[config.mk]
export PLATFORM = sky130hd
export DESIGN_NAME = booth_multiplier
export DESIGN_NICKNAME = d
export VERILOG_FILES = /design/src/rtl/booth_pkg.sv /design/src/rtl/booth_controller.sv /design/src/rtl/booth_datapath.sv /design/src/rtl/booth_multiplier.sv
export SDC_FILE = /design/constraint.sdc
export NUM_CORES = 1
export LEC_CHECK = 0
export CORE_UTILIZATION = 62
export DETAILED_ROUTE_END_ITERATION = 8
export PLACE_DENSITY = 0.9
export SETUP_SLACK_MARGIN = 0.1
export SYNTH_ARGS = -nofsm -noshare
export SYNTH_HDL_FRONTEND = slang
export SYNTH_SLANG_ARGS = --single-unit
[constraint.sdc]
create_clock -name clk -period 7.05 [get_ports clk]
set_input_delay 2.115 -clock clk [delete_from_list [all_inputs] [get_ports clk]]
set_output_delay 2.115 -clock clk [all_outputs]
set_load 0.03 [all_outputs]
[src/rtl/booth_pkg.sv]
`default_nettype none
// ============================================================================
// Module      : booth_pkg
// Description : Shared definitions for the sequential radix-2 Booth
//               multiplier: FSM state encoding, Booth recoding op codes,
//               default operand width and the recoding helper.
// Revision    : 1.0 - initial release
// ============================================================================
package booth_pkg;

  // Default operand width (legal range 2..16)
  localparam int N_DEFAULT = 8;

  // Controller states
  typedef enum logic [2:0] {
    IDLE   = 3'd0,
    LOAD_M = 3'd1,
    LOAD_Q = 3'd2,
    CALC   = 3'd3,
    DONE   = 3'd4
  } state_e;

  // Booth recoding of the {Q[0], q_1} pair
  typedef enum logic [1:0] {
    NOP = 2'd0,
    ADD = 2'd1,
    SUB = 2'd2
  } op_e;

  // 01 -> add M, 10 -> subtract M, 00/11 -> no arithmetic this iteration
  function automatic op_e booth_op(input logic q0, input logic q_1);
    case ({q0, q_1})
      2'b01:   return ADD;
      2'b10:   return SUB;
      default: return NOP;
    endcase
  endfunction

endpackage
`default_nettype wire

[src/rtl/booth_controller.sv]
`default_nettype none
// ============================================================================
// Module      : booth_controller
// Description : Five-state control FSM of the Booth multiplier. Sequences
//               operand loading, the N add/shift iterations and the
//               one-cycle done pulse; drives the datapath strobes.
// Revision    : 1.0 - initial release
// ============================================================================
module booth_controller
  import booth_pkg::*;
(
  input  logic clk,
  input  logic rst,
  input  logic start,
  input  logic q0,
  input  logic q_1,
  input  logic eqz,
  output logic ldm,
  output logic ldq,
  output logic clra,
  output logic add,
  output logic sub,
  output logic shift,
  output logic ldp,
  output logic done,
  output logic busy
);

  state_e state_q;
  state_e state_d;
  op_e    op;

  // State register with synchronous reset
  always_ff @(posedge clk) begin
    if (rst) begin
      state_q <= IDLE;
    end else begin
      state_q <= state_d;
    end
  end

  // Next-state and strobe decode; every output defaults to inactive
  always_comb begin
    state_d = state_q;
    op      = booth_op(q0, q_1);
    ldm     = 1'b0;
    ldq     = 1'b0;
    clra    = 1'b0;
    add     = 1'b0;
    sub     = 1'b0;
    shift   = 1'b0;
    ldp     = 1'b0;
    done    = 1'b0;
    busy    = (state_q != IDLE);
    case (state_q)
      IDLE: begin
        if (start) begin
          state_d = LOAD_M;
        end
      end
      LOAD_M: begin
        ldm     = 1'b1;
        state_d = LOAD_Q;
      end
      LOAD_Q: begin
        ldq     = 1'b1;
        clra    = 1'b1;
        state_d = CALC;
      end
      CALC: begin
        shift = 1'b1;
        add   = (op == ADD);
        sub   = (op == SUB);
        // eqz marks the iteration whose decrement reaches zero
        if (eqz) begin
          ldp     = 1'b1;
          state_d = DONE;
        end
      end
      DONE: begin
        done    = 1'b1;
        state_d = IDLE;
      end
      default: begin
        state_d = IDLE;
      end
    endcase
  end

endmodule
`default_nettype wire

[src/rtl/booth_datapath.sv]
`default_nettype none
// ============================================================================
// Module      : booth_datapath
// Description : Booth multiplier datapath: A (N+1 bits), Q, M (sign-extended
//               to N+1 bits), q_1, iteration count, adder/subtractor and the
//               product register. Optional status flags under macro
//               BOOTH_STATUS_EN (zero / negative product).
// Revision    : 1.0 - initial release
// ============================================================================
module booth_datapath
  import booth_pkg::*;
#(
  parameter int N = N_DEFAULT
) (
  input  logic           clk,
  input  logic           rst,
  input  logic [N-1:0]   data_in,
  input  logic           ldm,
  input  logic           ldq,
  input  logic           clra,
  input  logic           add,
  input  logic           sub,
  input  logic           shift,
  input  logic           ldp,
  output logic           q0,
  output logic           q_1,
  output logic           eqz,
  output logic [2*N-1:0] product
`ifdef BOOTH_STATUS_EN
  ,
  output logic           zero,
  output logic           neg
`endif
);

  localparam int CW = $clog2(N + 1);

  logic [N:0]     a_q, a_d;
  logic [N:0]     m_q, m_d;
  logic [N-1:0]   q_q, q_d;
  logic           q1_q, q1_d;
  logic [CW-1:0]  count_q, count_d;
  logic [2*N-1:0] product_q, product_d;
  logic [N:0]     sum;
`ifdef BOOTH_STATUS_EN
  logic           zero_q, zero_d;
  logic           neg_q, neg_d;
`endif

  // Datapath registers, all cleared by reset
  always_ff @(posedge clk) begin
    if (rst) begin
      a_q       <= '0;
      m_q       <= '0;
      q_q       <= '0;
      q1_q      <= 1'b0;
      count_q   <= '0;
      product_q <= '0;
`ifdef BOOTH_STATUS_EN
      zero_q    <= 1'b0;
      neg_q     <= 1'b0;
`endif
    end else begin
      a_q       <= a_d;
      m_q       <= m_d;
      q_q       <= q_d;
      q1_q      <= q1_d;
      count_q   <= count_d;
      product_q <= product_d;
`ifdef BOOTH_STATUS_EN
      zero_q    <= zero_d;
      neg_q     <= neg_d;
`endif
    end
  end

  // Operand load, A+-M, arithmetic shift of {A,Q,q_1}, and product capture
  always_comb begin
    a_d       = a_q;
    m_d       = m_q;
    q_d       = q_q;
    q1_d      = q1_q;
    count_d   = count_q;
    product_d = product_q;
    // N+1-bit arithmetic keeps A-M exact even for M = -2^(N-1)
    sum       = a_q;
    if (add) begin
      sum = a_q + m_q;
    end else if (sub) begin
      sum = a_q - m_q;
    end
    if (ldm) begin
      m_d = {data_in[N-1], data_in};
    end
    if (ldq) begin
      q_d = data_in;
    end
    if (clra) begin
      a_d     = '0;
      q1_d    = 1'b0;
      count_d = CW'(N);
    end
    if (shift) begin
      a_d     = {sum[N], sum[N:1]};
      q_d     = {sum[0], q_q[N-1:1]};
      q1_d    = q_q[0];
      count_d = count_q - CW'(1);
    end
    // Product is taken from the post-shift value of the final iteration
    if (ldp) begin
      product_d = {a_d[N-1:0], q_d};
    end
  end

`ifdef BOOTH_STATUS_EN
  // Status flags follow the product register on the same edge
  always_comb begin
    zero_d = zero_q;
    neg_d  = neg_q;
    if (ldp) begin
      zero_d = (product_d == '0);
      neg_d  = product_d[2*N-1];
    end
  end

  assign zero = zero_q;
  assign neg  = neg_q;
`endif

  assign q0      = q_q[0];
  assign q_1     = q1_q;
  // High on the iteration whose decrement brings count to zero
  assign eqz     = (count_q == CW'(1));
  assign product = product_q;

endmodule
`default_nettype wire

[src/rtl/booth_multiplier.sv]
`default_nettype none
// ============================================================================
// Module      : booth_multiplier
// Description : Sequential radix-2 Booth multiplier for two's-complement
//               operands. Multiplicand then multiplier arrive serially on
//               data_in; the 2N-bit product follows N add/shift iterations.
//               Optional zero/neg status outputs under macro BOOTH_STATUS_EN.
// Revision    : 1.0 - initial release
// ============================================================================
module booth_multiplier
  import booth_pkg::*;
#(
  parameter int N = N_DEFAULT
) (
  input  logic           clk,
  input  logic           rst,
  input  logic           start,
  input  logic [N-1:0]   data_in,
  output logic [2*N-1:0] product,
  output logic           done,
  output logic           busy
`ifdef BOOTH_STATUS_EN
  ,
  output logic           zero,
  output logic           neg
`endif
);

  logic ldm, ldq, clra, add, sub, shift, ldp;
  logic q0, q_1, eqz;

  booth_controller u_ctrl (
    .clk   (clk),
    .rst   (rst),
    .start (start),
    .q0    (q0),
    .q_1   (q_1),
    .eqz   (eqz),
    .ldm   (ldm),
    .ldq   (ldq),
    .clra  (clra),
    .add   (add),
    .sub   (sub),
    .shift (shift),
    .ldp   (ldp),
    .done  (done),
    .busy  (busy)
  );

  booth_datapath #(
    .N (N)
  ) u_dp (
    .clk     (clk),
    .rst     (rst),
    .data_in (data_in),
    .ldm     (ldm),
    .ldq     (ldq),
    .clra    (clra),
    .add     (add),
    .sub     (sub),
    .shift   (shift),
    .ldp     (ldp),
    .q0      (q0),
    .q_1     (q_1),
    .eqz     (eqz),
    .product (product)
`ifdef BOOTH_STATUS_EN
    ,
    .zero    (zero),
    .neg     (neg)
`endif
  );

endmodule
`default_nettype wire

==> flow_summary.json, run 1 <==
{
  "start_kind": "register",
  "synth_seq_cells": 49,
  "min_from": "u_dp.product[10]",
  "ys.flop_type": "dfxtp_1",
  "nets": 419,
  "synth-compound-area-share": 0.233,
  "slew_violations": 0,
  "synth_edf_count": 0,
  "synth-seq-area-share": 0.327,
  "yosysTopAreaCell": "dfxtp_1",
  "cts_setup_buffers": 0,
  "fin_util": 0.743,
  "synth_top_area_frac": 0.327,
  "hp-class": "reg2reg",
  "antenna_found_initial": 0,
  "crit_chain": "nor2_1 > and2_1 > clkdlybuf4s50_1",
  "drt-initial-drc-count": 287,
  "track_usage": 0.308,
  "gp_congestion": 0.948,
  "hold_viol": 0,
  "cts_tree": "built",
  "coreArea_um2": 4500,
  "worstPathArrival_ns": 2.02,
  "cp-startpoint": "u_ctrl.state_q[0]",
  "max_freq_ghz": 0.242,
  "final.min_clock_period_ns": 4.14,
  "synthMuxAreaShare": 0.0534,
  "grt_setup_unrepaired": "false",
  "yosysWarnings": 0,
  "clockBufferDepth": 2,
  "slowest_delay_ns": 0.78,
  "worstMarginPinSlew_ns": 1.22,
  "synthArstFlopShare": 0,
  "io_buffers": 28,
  "synthSimpleGateAreaFrac": 0.223,
  "clkSinkCount": 49,
  "start_util": 0.666,
  "cts_resized": 0,
  "num_vias": 2755,
  "critPathKind": "reg2out",
  "irDropWorstVdd_mv": 0.145,
  "dieArea_um2": 5120,
  "slowest_stage": "dfxtp_1",
  "synth_xor_area_frac": 0.00584,
  "final.setup.tns_ns": 0,
  "drc": 0,
  "wirelength_um": 7570,
  "insertion_delay_ns": 0.32,
  "synthAdderAreaFrac": 0.0884,
  "grt-ovfl-total": 0,
  "syn_inst": 375,
  "finalSetupViolCount": 0,
  "yosys.cell_types.count": 57,
  "insertedDiodeCount": 0,
  "cap_violations": 0,
  "io_pins": 29,
  "p_leak_uw": 0.00125,
  "drive_above_1_share": 0.0540,
  "cts_buffers": 5,
  "synth_fp_nets": 406,
  "synth_top_family_by_area": "compound AO/OA/AOI/OAI gates",
  "required_ns": 4.93,
  "status": "finished, final reports clean",
  "post_drt_wl_per_cell_um": 17.2,
  "end_kind": "output port",
  "powerDensity_nw_per_um2": 190,
  "die_w_um": 71.6,
  "slew_headroom": 0.184,
  "fillers": 341,
  "timing.rr.start": "u_ctrl.state_q[0]",
  "crit_fanout": 17,
  "syn_avg_cell_area_um2": 8.00,
  "clockRootBuffer": "clkbuf_8",
  "ys_top_cells_by_area": "dfxtp_1, ha_1, nor2_1",
  "clkTransAtPathRegs_ns": 0.10,
  "dr.pass1.iters": 5,
  "vias_per_cell": 6.25,
  "post-route-period-util": 0.587,
  "post-dp-hpwl_um": 5150,
  "fin_skew_ns": 0.0112,
  "ant_nets": 0,
  "grt_pass1_wl_um": 12200,
  "worstRegToRegCells": 6,
  "rows": 24,
  "grt_max_degree": 55,
  "cts_hold_buffers": 0,
  "netlist_area_um2": 3000,
  "area_delta_synth_final_pct": 11.5,
  "grt_pass1_vias": 2575,
  "holdPathStages": 2,
  "cts_max_level": 2,
  "die_h_um": 71.6
}
[critical path, delay by kind of cell (launching register included)]
| kind | cells | cell delay, ns |
|---|---|---|
| buf+inv | 1 | 0.59 |
| flops | 1 | 0.78 |
| simple gates | 2 | 0.34 |
[kinds of logic after synthesis]
family | after synthesis
compound gates | 101
xor+xnor | 2
fa+ha+maj | 20
buf+inv | 47
flops | 49
mux | 16
simple gates | 140
[placed cells by master (no fill, tap or decap), types with 5 or more instances in the layout]
master           netlist  layout
a211oi_1              15      15
clkbuf_8               0       5
nor2_1                58      58
o21ai_0               12      12
mux2i_1               16      16
dfxtp_1               49      49
nand2_1               32      32
nor3_1                 8       8
nor2b_1                5       5
ha_1                  18      18
nand2b_1               8       8
clkdlybuf4s50_1        0      27
nand3b_1               5       5
a21oi_1               35      35
inv_1                 23      23
[path summary, 6_finish.rpt]
kind	end	slack, ns
max reg2reg	u_dp.product[13]	4.01
min reg2reg	u_dp.product[10]	0.46
max	done	2.91
min	u_dp.product[10]	0.46
[per-layer routing]
layer	track usage	wire length, um	vias to the layer above
met2	0.520	3660	125
met1	0.391	3090	1262
met3	0.0450	579	19
met4	0.142	233	0
met5	0	0	-
li1	-	-	1349
[Yosys cell counts (3+ instances only)]
| cell type | count |
|---|---|
| ha_1 | 18 |
| dfxtp_1 | 49 |
| nor3b_1 | 4 |
| a21oi_1 | 35 |
| nand3b_1 | 5 |
| inv_1 | 23 |
| o22ai_1 | 3 |
| buf_4 | 8 |
| a311oi_1 | 3 |
| nor2b_1 | 5 |
| nor3_1 | 8 |
| buf_2 | 3 |
| nand2_1 | 32 |
| nand3_1 | 4 |
| nand2b_1 | 8 |
| clkbuf_1 | 12 |
| nor2_1 | 58 |
| or3_1 | 3 |
| a211oi_1 | 15 |
| a21o_1 | 3 |
| o21ai_0 | 12 |
| mux2i_1 | 16 |
[registers in the layout, summed over array words and instances (netlist names)]
register and cells:
u_dp.q_q 8, u_dp.m_q 8, u_dp.q_1 1, u_dp.product 16
u_dp.count_q 4, u_dp.a_q 9, u_ctrl.state_q 3
[layout make-up]
type,count,area [um2],area share
multi-input cells,279,1810,0.541
flip-flops and latches,49,981,0.293
repair buffers,30,290,0.0868
inverters,23,86.3,0.0258
clock buffers,5,68.8,0.0206
well taps,52,65.1,0.0194
clock inverters,3,43.8,0.0131
[power breakdown]
group,switching (uW),leakage (uW),internal (uW)
clock,106,0.0000585,107
combinational,68.8,0.000797,48.5
sequential,18.0,0.000398,289
[stage by stage]
| step | power, uW | instance area [um2] | setup slack (ns) | hold slack, ns | std cells |
|---|---|---|---|---|---|
| finish | 637 | 3350 | 2.91 | 0.464 | 441 |
| global route | 660 | 3350 | 2.81 | 0.489 | 441 |
| CTS | 632 | 3350 | 2.90 | 0.467 | 441 |
| detailed placement | 426 | 3230 | 3.27 | 0.450 | 433 |
| global placement | 421 | 3230 | 3.32 | 0.447 | 433 |
| floorplan | 399 | 3000 | 3.73 | 0.445 | 375 |
Note: power is estimated with default switching activity, not from simulation.
==> inputs of run 2 (changes only) <==
Settings changed: CORE_UTILIZATION 62 to 52, PLACE_DENSITY 0.9 to 0.8.
Clock period 7.05 ns to 3.6 ns, I/O delays scaled along.
==> run 2 against run 1 <==
  * Utilization shrank 13 points
  * Routed wire length shrank 4.4%
  * Combinational power grew 100%
  * Hold slack gained 0.0027 ns
  * Critical endpoint is now busy
  * Worst setup slack lost 2.1 ns
  * Power grew 87%
  * Sequential share of layout area shrank 0.29 points
  * Largest cell class unchanged
  * Global-route usage shrank 5.6 points
  * Critical path depth shrank 1
  * Critical path type unchanged
  * Count of clock-buffer cells in the layout grew 1
  * Via count shrank 0.36%
  * Flip-flop and latch count is the same
==> flow_summary.json, run 2 (synthesis results as in run 1) <==
{
  "wl_met1_um": 3370,
  "worstPathArrival_ns": 1.69,
  "powerDensity_nw_per_um2": 352,
  "hold_viol": 0,
  "coreArea_um2": 5540,
  "pre_cts_ws_ns": 1.05,
  "final.setup.tns_ns": 0,
  "grt_pass1_wl_um": 12000,
  "cts_hold_buffers": 0,
  "p_leak_uw": 0.00126,
  "io_pins": 29,
  "start_kind": "register",
  "slowest_delay_ns": 0.60,
  "irDropWorstVdd_mv": 0.260,
  "cts_resized": 0,
  "path_buf_inv": 1,
  "final.min_clock_period_ns": 2.77,
  "layout_commonest_cell": "nor2_1",
  "num_vias": 2745,
  "worstMarginPinSlew_ns": 0.957,
  "io_buffers": 28,
  "clkSinkCount": 49,
  "crit_chain": "or3_1 > clkdlybuf4s50_1",
  "status": "finished, final reports clean",
  "die_w_um": 78.0,
  "grt_pass1_vias": 2515,
  "clockBufferDepth": 2,
  "insertion_delay_ns": 0.31,
  "post_drt_wl_per_cell_um": 15.6,
  "cts_tree": "built",
  "wirelength_um": 7230,
  "finalSetupViolCount": 0,
  "final_cell_mix": "nor2_1, dfxtp_1, a21oi_1",
  "rows": 27,
  "slew_headroom": 0.362,
  "clockRootBuffer": "clkbuf_8",
  "cts_max_level": 2,
  "fin_skew_ns": 0.00840,
  "met2WireLength_um": 3210,
  "fin_util": 0.610,
  "area_delta_synth_final_pct": 12.6,
  "antenna_found_initial": 0,
  "nets": 422,
  "slowest_stage": "clkdlybuf4s50_1",
  "gp_congestion": 0.934,
  "drc": 0,
  "crit_fanout": 8,
  "post-dp-hpwl_um": 5100,
  "start_util": 0.542,
  "grt-ovfl-total": 0,
  "vias_per_cell": 5.92,
  "end_kind": "output port",
  "max_freq_ghz": 0.361,
  "dieArea_um2": 6080,
  "cpLargestDelayFamily": "buffers and inverters",
  "die_h_um": 78.0,
  "track_usage": 0.252,
  "clkTransAtPathRegs_ns": 0.10,
  "post-route-period-util": 0.769,
  "dp.cells": 456,
  "layout.cells.non_filler": 464,
  "slew_violations": 0,
  "highest_layer": "met4",
  "hp-class": "reg2reg",
  "required_ns": 2.52,
  "cap_violations": 0,
  "cts_buffers": 5,
  "grt_max_degree": 55,
  "drt-initial-drc-count": 204,
  "finalWorstSetupSlack_ns": 0.830,
  "regArea_um2": 981,
  "grt_setup_unrepaired": "false",
  "insertedDiodeCount": 0,
  "cts_setup_buffers": 0,
  "largest_reg_flops": 16,
  "wl_met3_um": 478,
  "critPathKind": "reg2out",
  "dr.pass1.iters": 4,
  "drive_above_1_share": 0.0612,
  "ant_nets": 0,
  "multiInputGateArea_um2": 1810,
  "fillers": 529
}
[run 2: cell count changes in the layout (fill, tap and decap cells not counted), sizes merged]
cell / change
clkbuf: +1
clkinvlp: +1
clkinv: -1
bufinv: -1
buf: +3
[run 2: worst paths after layout]
kind         cells after the start         startpoint               end  slack (ns)
max                              2  u_ctrl.state_q[0]              busy        0.83
min reg2reg                      2   u_dp.product[10]  u_dp.product[10]        0.47
min                              2   u_dp.product[10]  u_dp.product[10]        0.47
max reg2reg                      9        u_dp.a_q[0]  u_dp.product[15]        0.95
[run 2: layout make-up]
type / count / area share
tap: 72 / 0.0267
sequential: 49 / 0.290
timing repair buffer: 33 / 0.0926
multi-input combinational: 279 / 0.536
clock buffer: 6 / 0.0244
clock inverter: 2 / 0.00481
inverter: 23 / 0.0255
[run 2: metal layers]
layer	vias up	global-route usage
li1	1366	-
met2	96	0.393
met4	0	0.0963
met3	17	0.0424
met1	1266	0.347
met5	-	0
[run 2: per-stage QoR]
step | total power (uW) | instance area, um2 | hold WS (ns)
finish | 1190 | 3380 | 0.466
global placement | 831 | 3280 | 0.446
floorplan | 781 | 3000 | 0.445
global route | 1250 | 3380 | 0.493
detailed placement | 835 | 3280 | 0.452
CTS | 1190 | 3380 | 0.468
[run 2: worst reg2reg max path: stages (launching register included)]
cell	delay [ns]
dfxtp_1	0.37
inv_1	0.07
ha_1	0.22
fa_1	0.42
nand2b_1	0.18
a31oi_1	0.34
o22ai_1	0.14
mux2i_1	0.38
a2111oi_2	0.13
a311o_1	0.30
[run 2: where the power goes]
group,internal [uW],leakage [uW],switching (uW)
Combinational,97.3,0.000812,136
Clock,159,0.0000478,203
Sequential,565,0.000398,29.1
==> inputs of run 3 (changes only) <==
Settings changed: CORE_UTILIZATION 52 to 57, PLACE_DENSITY 0.8 to 0.84.
Clock period 3.6 ns to 2.6 ns, I/O delays scaled along.
==> run 3 against run 2 <==
  * Design area up 3.7%
  * First-iteration DRC count is 13% lower
  * Final cell count rose by 1.5%
  * Highest routed layer unchanged
  * Global-route usage up 2.6 points
==> flow_summary.json, run 3 (synthesis results as in run 1) <==
{
  "status": "finished, final reports clean",
  "wirelength_um": 7380,
  "final_cell_mix": "nor2_1, dfxtp_1, a21oi_1",
  "start_kind": "register",
  "coreArea_um2": 5070,
  "clkSinkCount": 49,
  "hp-class": "reg2reg",
  "crit_fanout": 10,
  "post-dp-hpwl_um": 5280,
  "clockBufferDepth": 2,
  "p_leak_uw": 0.00133,
  "cts_buffers": 5,
  "powerDensity_nw_per_um2": 493,
  "grt_pass1_vias": 2384,
  "max_freq_ghz": 0.408,
  "io_pins": 29,
  "final.setup.tns_ns": 0,
  "start_util": 0.591,
  "track_usage": 0.278,
  "layout.cells.non_filler": 471,
  "post-route-period-util": 0.944,
  "drc": 0,
  "cpLargestDelayFamily": "buffers and inverters",
  "hold_viol": 0,
  "crit_chain": "nor2_1 > and2_1 > clkdlybuf4s50_1",
  "cts_max_level": 2,
  "insertion_delay_ns": 0.31,
  "antenna_found_initial": 0,
  "holdPathStages": 2,
  "worstMarginPinSlew_ns": 0.593,
  "dieArea_um2": 5560,
  "clockRootBuffer": "clkbuf_8",
  "io_buffers": 28,
  "grt_setup_unrepaired": "true",
  "dp.cells": 462,
  "post_drt_wl_per_cell_um": 15.7,
  "slowest_delay_ns": 0.67,
  "cts_tree": "built",
  "ant_nets": 0,
  "grt-ovfl-total": 0,
  "critPathKind": "reg2out",
  "drive_above_1_share": 0.0923,
  "cap_violations": 0,
  "dr.pass1.iters": 4,
  "final.min_clock_period_ns": 2.45,
  "num_vias": 2793,
  "cts_hold_buffers": 0,
  "worstRegToRegCells": 9,
  "irDropWorstVdd_mv": 0.377,
  "rows": 26,
  "fin_skew_ns": 0.0115,
  "finalSetupViolCount": 0,
  "cp.depth": 3,
  "clkTransAtPathRegs_ns": 0.10,
  "grt_max_degree": 29,
  "slowest_stage": "clkdlybuf4s50_1",
  "vias_per_cell": 5.93,
  "nets": 431,
  "die_w_um": 74.6,
  "path_buf_inv": 1,
  "insertedDiodeCount": 0,
  "largest_reg_flops": 16,
  "area_delta_synth_final_pct": 16.8,
  "slew_headroom": 0.603,
  "drt-initial-drc-count": 178,
  "required_ns": 1.82,
  "slew_violations": 0,
  "layout_commonest_cell": "nor2_1",
  "gp_congestion": 0.948,
  "die_h_um": 74.6,
  "grt_pass1_wl_um": 11700,
  "end_kind": "output port",
  "worstPathArrival_ns": 1.67
}
==> run 3: timing repair <==
| action | 4_1_cts | 5_1_grt |
|---|---|---|
| setup endpoints to repair | 3 | 6 |
| setup buffers | 1 | 0 |
| resized for setup | 2 | 6 |
| pin swaps | 0 | 1 |
==> run 3: cell type report <==
type,instances,area (um2)
Sequential cell,49,982
Clock inverter,3,43.8
Tap cell,70,87.6
Multi-Input combinational cell,279,1850
Inverter,23,86.3
Timing Repair Buffer,42,383
Fill cell,424,1570
Clock buffer,5,68.8
==> run 3: worst paths after layout <==
path | from | endpoint | slack, ns
min | u_dp.product[11] | u_dp.product[11] | 0.46
min reg2reg | u_dp.product[11] | u_dp.product[11] | 0.46
max | u_ctrl.state_q[1] | done | 0.15
max reg2reg | u_dp.a_q[0] | u_dp.product[15] | 0.18
==> run 3: layer usage <==
metal  global-route usage  vias up  part of all wire
met1                0.362     1314              0.45
li1                     -     1378                 -
met3               0.0461       15             0.043
met5                    0        -                 0
met4                0.122        0             0.028
met2                0.452       86              0.48
==> run 3: power by group <==
group          internal, uW  switching, uW  leakage [uW]
combinational           147            207      0.000877
sequential              783           31.6      0.000398
clock                   289            270     0.0000585
==> run 3: per-stage QoR <==
step | utilization | cell area (um2) | hold slack (ns) | worst slack [ns] | power [uW]
final | 0.691 | 3500 | 0.458 | 0.146 | 1730
after global routing | 0.691 | 3500 | 0.496 | 0.0696 | 1800
after CTS | 0.683 | 3470 | 0.460 | 0.116 | 1720
after detailed placement | 0.658 | 3340 | 0.447 | -0.00125 | 1170
after global placement | 0.658 | 3340 | 0.445 | 0.133 | 1160
after floorplan | - | 3000 | 0.445 | 0.319 | 1080
==> run 3: tightest hold or removal path, delay by kind of cell, from the launching register on <==
family | cells | cell delay (ns)
AOI/OAI and AO/OA | 1 | 0.05
DFF | 1 | 0.32
and+or+nand+nor | 1 | 0.05
